## src/rtl/dsp_mac_seq.sv

```systemverilog
// dsp_mac_seq: feeds operand beats of a dot-product vector into a pipelined
// DSP MAC slice (A1REG/MREG/PREG) and captures the accumulated P once the
// last product has drained through the slice pipeline.
// Build option: define DSP_MAC_SEQ_OVF_EN to collect CARRYOUT into r_ovf;
// without it r_ovf is tied low and CARRYOUT is ignored.
// LAT is expected to be >= 1 (the slice has at least one register stage).
module dsp_mac_seq #(
  parameter int LAT      = 3,
  parameter int MAXTERMS = 255
) (
  input  logic        clk,
  input  logic        RST_N,
  input  logic        s_valid,
  output logic        s_ready,
  input  logic [17:0] s_a,
  input  logic [17:0] s_b,
  input  logic        s_last,
  output logic [17:0] A,
  output logic [17:0] B,
  output logic [7:0]  OPMODE,
  input  logic [47:0] P,
  input  logic        CARRYOUT,
  output logic        r_valid,
  input  logic        r_ready,
  output logic [47:0] r_data,
  output logic        r_trunc,
  output logic        r_ovf
);

  localparam logic [1:0] ST_IDLE  = 2'd0;
  localparam logic [1:0] ST_ACC   = 2'd1;
  localparam logic [1:0] ST_DRAIN = 2'd2;
  localparam logic [1:0] ST_HOLD  = 2'd3;

  // X=M, Z=0 starts a fresh sum; X=M, Z=P keeps accumulating (or holds P
  // when the operands are zero).
  localparam logic [7:0] OP_FIRST = 8'h01;
  localparam logic [7:0] OP_ACC   = 8'h09;

  localparam int             DW      = $clog2(LAT + 2) + 1;
  localparam logic [DW-1:0]  CNT_ZERO = {DW{1'b0}};
  localparam logic [DW-1:0]  CNT_ONE  = {{(DW-1){1'b0}}, 1'b1};
  localparam logic [DW-1:0]  LAT_CNT  = DW'(LAT);
  localparam logic [7:0]     MAX_CNT  = 8'(MAXTERMS);

  logic [1:0]    state_r;
  logic [1:0]    state_nxt_s;
  logic [7:0]    term_cnt_r;
  logic [7:0]    term_nxt_s;
  logic [DW-1:0] drain_cnt_r;
  logic          first_d_r;
  logic          accept_s;
  logic          first_s;
  logic          end_s;
  logic          capture_s;
  logic          release_s;
  logic          busy_s;

  // Handshake decode, vector-end detection and next-state selection
  always_comb begin
    accept_s  = s_valid && s_ready;
    first_s   = accept_s && (state_r == ST_IDLE);
    if (first_s) begin
      term_nxt_s = 8'd1;
    end else begin
      term_nxt_s = term_cnt_r + 8'd1;
    end
    end_s     = accept_s && (s_last || (term_nxt_s == MAX_CNT));
    capture_s = (state_r == ST_DRAIN) && (drain_cnt_r == LAT_CNT);
    release_s = (state_r == ST_HOLD) && r_valid && r_ready;
    busy_s    = (state_r == ST_ACC) || (state_r == ST_DRAIN);

    state_nxt_s = state_r;
    case (state_r)
      ST_IDLE: begin
        // a one-term vector skips ACC so its drain timing matches the rest
        if (end_s) begin
          state_nxt_s = ST_DRAIN;
        end else if (first_s) begin
          state_nxt_s = ST_ACC;
        end else begin
          state_nxt_s = ST_IDLE;
        end
      end
      ST_ACC: begin
        if (end_s) begin
          state_nxt_s = ST_DRAIN;
        end else begin
          state_nxt_s = ST_ACC;
        end
      end
      ST_DRAIN: begin
        if (capture_s) begin
          state_nxt_s = ST_HOLD;
        end else begin
          state_nxt_s = ST_DRAIN;
        end
      end
      ST_HOLD: begin
        if (release_s) begin
          state_nxt_s = ST_IDLE;
        end else begin
          state_nxt_s = ST_HOLD;
        end
      end
      default: begin
        state_nxt_s = ST_IDLE;
      end
    endcase
  end

  // FSM state, registered s_ready, term and drain counters
  always_ff @(posedge clk) begin
    if (!RST_N) begin
      state_r     <= ST_IDLE;
      s_ready     <= 1'b0;
      term_cnt_r  <= 8'd0;
      drain_cnt_r <= CNT_ZERO;
      first_d_r   <= 1'b0;
    end else begin
      state_r   <= state_nxt_s;
      s_ready   <= (state_nxt_s == ST_IDLE) || (state_nxt_s == ST_ACC);
      first_d_r <= first_s;
      if (accept_s) begin
        term_cnt_r <= term_nxt_s;
      end else begin
        term_cnt_r <= term_cnt_r;
      end
      if (end_s) begin
        drain_cnt_r <= CNT_ZERO;
      end else if ((state_r == ST_DRAIN) && !capture_s) begin
        drain_cnt_r <= drain_cnt_r + CNT_ONE;
      end else begin
        drain_cnt_r <= drain_cnt_r;
      end
    end
  end

  // Operand and opmode registers toward the slice, result capture and hold
  always_ff @(posedge clk) begin
    if (!RST_N) begin
      A       <= 18'd0;
      B       <= 18'd0;
      OPMODE  <= 8'h00;
      r_data  <= 48'd0;
      r_valid <= 1'b0;
      r_trunc <= 1'b0;
    end else begin
      if (accept_s) begin
        A <= s_a;
        B <= s_b;
      end else begin
        A <= 18'd0;
        B <= 18'd0;
      end
      // opmode trails its operands by one cycle to meet the slice's M stage
      if (first_d_r) begin
        OPMODE <= OP_FIRST;
      end else begin
        OPMODE <= OP_ACC;
      end
      if (capture_s) begin
        r_data  <= P;
        r_valid <= 1'b1;
      end else if (release_s) begin
        r_data  <= r_data;
        r_valid <= 1'b0;
      end else begin
        r_data  <= r_data;
        r_valid <= r_valid;
      end
      if (end_s) begin
        r_trunc <= !s_last;
      end else if (first_s) begin
        r_trunc <= 1'b0;
      end else begin
        r_trunc <= r_trunc;
      end
    end
  end

`ifdef DSP_MAC_SEQ_OVF_EN
  logic [DW-1:0] win_cnt_r;
  logic          ovf_acc_r;
  logic          samp_s;

  // Carry sampling window opens LAT edges after the first beat's edge
  always_comb begin
    samp_s = busy_s && (win_cnt_r == LAT_CNT);
  end

  // Carry accumulation across the window, published to r_ovf on capture
  always_ff @(posedge clk) begin
    if (!RST_N) begin
      win_cnt_r <= CNT_ZERO;
      ovf_acc_r <= 1'b0;
      r_ovf     <= 1'b0;
    end else begin
      if (first_s) begin
        win_cnt_r <= CNT_ONE;
      end else if (busy_s && (win_cnt_r != LAT_CNT)) begin
        win_cnt_r <= win_cnt_r + CNT_ONE;
      end else begin
        win_cnt_r <= win_cnt_r;
      end
      if (first_s) begin
        ovf_acc_r <= 1'b0;
      end else if (samp_s) begin
        ovf_acc_r <= ovf_acc_r | CARRYOUT;
      end else begin
        ovf_acc_r <= ovf_acc_r;
      end
      // the capture edge always lies inside the window, so include it here
      if (capture_s) begin
        r_ovf <= ovf_acc_r | CARRYOUT;
      end else if (first_s) begin
        r_ovf <= 1'b0;
      end else begin
        r_ovf <= r_ovf;
      end
    end
  end
`else
  logic unused_carry;
  assign unused_carry = CARRYOUT;
  assign r_ovf        = 1'b0;
`endif

endmodule

```

## config.mk

```make
export PLATFORM = sky130hd
export DESIGN_NAME = dsp_mac_seq
export DESIGN_NICKNAME = d
export VERILOG_FILES = /design/src/rtl/dsp_mac_seq.sv
export SDC_FILE = /design/constraint.sdc
export NUM_CORES = 1
export LEC_CHECK = 0
export CAP_MARGIN = 20
export CORE_ASPECT_RATIO = 0.9
export CORE_MARGIN = 5
export CORE_UTILIZATION = 40
export CTS_BUF_LIST = sky130_fd_sc_hd__clkbuf_4
export DETAILED_ROUTE_END_ITERATION = 8
export PLACE_DENSITY = 0.8
export RECOVER_POWER = 100
export SYNTH_ARGS = -nofsm -noshare
export SYNTH_HDL_FRONTEND = slang
export SYNTH_SLANG_ARGS = --single-unit
```

## constraint.sdc

```tcl
create_clock -name clk -period 2.4 [get_ports clk]
set_input_delay 0.48 -clock clk [delete_from_list [all_inputs] [get_ports clk]]
set_output_delay 0.48 -clock clk [all_outputs]
set_load 0.05 [all_outputs]
```

==> out/metrics.cfg <==
[clock_tree]
cts_tree=done
postCtsSetupBuffers=0
clock-sinks=104
post_cts_resized=0
ctsHtreeMaxLevel=3
clockBufferDepth=2
root_buffer=clkbuf_4
cts_inserted_buffers=9
clk_latency_ns=0.43
cts_hold_buf=0
path_clk_slew_ns=0.17

[synth]
synth.avg_cell_area_sq_um=9.32
yosys.area.top_type=dfxtp_1
yosys_warnings=0
async_flop_share=0
synth_area_sq_um=3750
yosysSeqAreaShare=0.556
postSynthCellCount=402
netlist_top_cells_count=dfxtp_1, nand2_1, a21boi_0
ys.flop_type=dfxtp_1
netlist_top_cells_area=dfxtp_1, nand2_1, a21boi_0
synth_cell_types=40
synth_edf_count=0
synth_seq_cells=104
netlist.area_leader.share=0.556

[timing]
slew_headroom=0.283
max_slew.worst_pin.slew_ns=1.08
report.final.slew_viol_count=0
period_share=0.920
setup_violations=0
max_freq_mhz=453
rsz0062_at_grt=no
hold_violations=0
fin_tns_setup_ns=0
finalCriticalPeriod_ns=2.21
fin_skew_ns=0.0186

[die]
fp.dieW_um=112
coreArea_sq_um=9130
io_pins=186
initial_core_util=0.411
rows=33
dieArea_sq_um=11400
die_y_um=102

[worst_setup_path]
critPathArrivalTime_ns=1.73
worstPathCellList=dlygate4sd3_1
cp_slowest_cell=dlygate4sd3_1
crit_family=buffers and inverters
cp-start-kind=flip-flop
critPathRequiredTime_ns=1.92
cp_max_fo=4
worst-setup-path-type=flip-flop to output port
crit_buf_inv=1
reg2reg_setup_slack_ns=0.43
slowest_delay_ns=0.90
end_kind=output port

[cells_and_area]
area_delta_synth_final_pct=50.8
stdcell_area_sq_um=5650
antenna_cells=0
drive_gt1_frac=0.0383
nets=661

[grt]
grtUsageTotal=0.164
grt_pass1_wl_um=15300
overflow=0
grt_pass1_vias=3195
antenna_found_initial=0
grt_max_degree=56

[routing]
first_iter_violations=102
ant_nets=0
via_per_inst=4.59
first_pass_iters=4
drc_errors=0
num_vias=3192
wire_per_inst_um=13.6
wl_um=9490

[hold_path]
hold_class=flip-flop to flip-flop

[status]
outcome=finished, final reports clean

[placed_design]
io_buffers=177
place.gp.congestion=0.753
hpwl_um=7150
placed_cell_area_sq_um=5570

[power]
vdd_drop_max_uv=362
p_leak_nw=2.29
p_per_area_nw_per_um2=516

[run]
max_cap_violations=0

-- path summary, 6_finish.rpt --
| path | start | to | cells after the start |
|---|---|---|---|
| setup / recovery | r_valid$_SDFFE_PN0P_ | r_valid | 1 |
| hold / removal | first_d_r$_SDFF_PN0_ | OPMODE[3]$_SDFF_PN0_ | 1 |
| setup reg to reg | drain_cnt_r[0]$_SDFFE_PP0P_ | r_data[42]$_SDFFE_PN0P_ | 6 |
| hold reg to reg | first_d_r$_SDFF_PN0_ | OPMODE[3]$_SDFF_PN0_ | 1 |
-- placed cells by master (no fill, tap or decap), types with 3 or more instances in the layout --
| master | n |
|---|---|
| a21oi_1 | 7 |
| nand4_1 | 4 |
| and3_1 | 3 |
| and2_1 | 23 |
| clkdlybuf4s50_1 | 87 |
| nand3b_1 | 3 |
| nor2b_1 | 3 |
| and2_0 | 16 |
| a21boi_0 | 52 |
| nor2_1 | 10 |
| o21ai_0 | 8 |
| clkbuf_1 | 3 |
| nand3_1 | 6 |
| nand2_1 | 104 |
| clkbuf_4 | 9 |
| dfxtp_1 | 104 |
| dlygate4sd3_1 | 89 |
| conb_1 | 7 |
-- cell type report --
| class | count | area [sq um] |
|---|---|---|
| Clock buffer | 9 | 67.6 |
| Clock inverter | 7 | 53.8 |
| Fill cell | 755 | 3470 |
| Multi-Input combinational cell | 272 | 1490 |
| Sequential cell | 104 | 2080 |
| Tap cell | 122 | 153 |
| Timing Repair Buffer | 182 | 1810 |
-- where the power goes --
part | leakage (nW) | switching, mW | internal (mW)
Sequential | 0.842 | 0.0134 | 1.75
Combinational | 1.39 | 0.165 | 0.183
Clock | 0.0646 | 0.576 | 0.225
-- per-stage QoR --
stage | setup slack, ns | power [mW] | util | cells | hold WS, ns
final | 0.191 | 2.92 | 0.619 | 696 | 0.388
after CTS | 0.165 | 2.98 | 0.623 | 696 | 0.247
after floorplan | 0.741 | 1.97 | - | 408 | 0.367
after global routing | 0.101 | 3.07 | 0.619 | 696 | 0.384
after global placement | 0.416 | 2.16 | 0.610 | 680 | 0.376
after detailed placement | 0.394 | 2.16 | 0.610 | 680 | 0.384
-- registers in the layout (all words and copies together) (netlist names) --
signal	cells
B	18
state_r	2
r_valid	1
term_cnt_r	8
r_trunc	1
r_data	48
OPMODE	2
first_d_r	1
drain_cnt_r	4
s_ready	1
A	18
-- kinds of logic after synthesis --
group | count (synthesis) | synth area share
simple gates | 184 | 0.239
mux | 1 | 0.00267
compound gates | 75 | 0.142
fa+ha+maj | 2 | 0.00668
xor+xnor | 3 | 0.00702
buf+inv | 32 | 0.0454
flops | 104 | 0.556
other cells | 1 | 0.00100
-- layer usage --
layer	global-route usage	part of all wire	up-vias
met5	0	0	-
met4	0.0416	0.0082	0
met3	0.0872	0.12	7
met2	0.282	0.47	147
met1	0.182	0.40	1404
li1	-	-	1634
(Power assumes the default switching activity.)
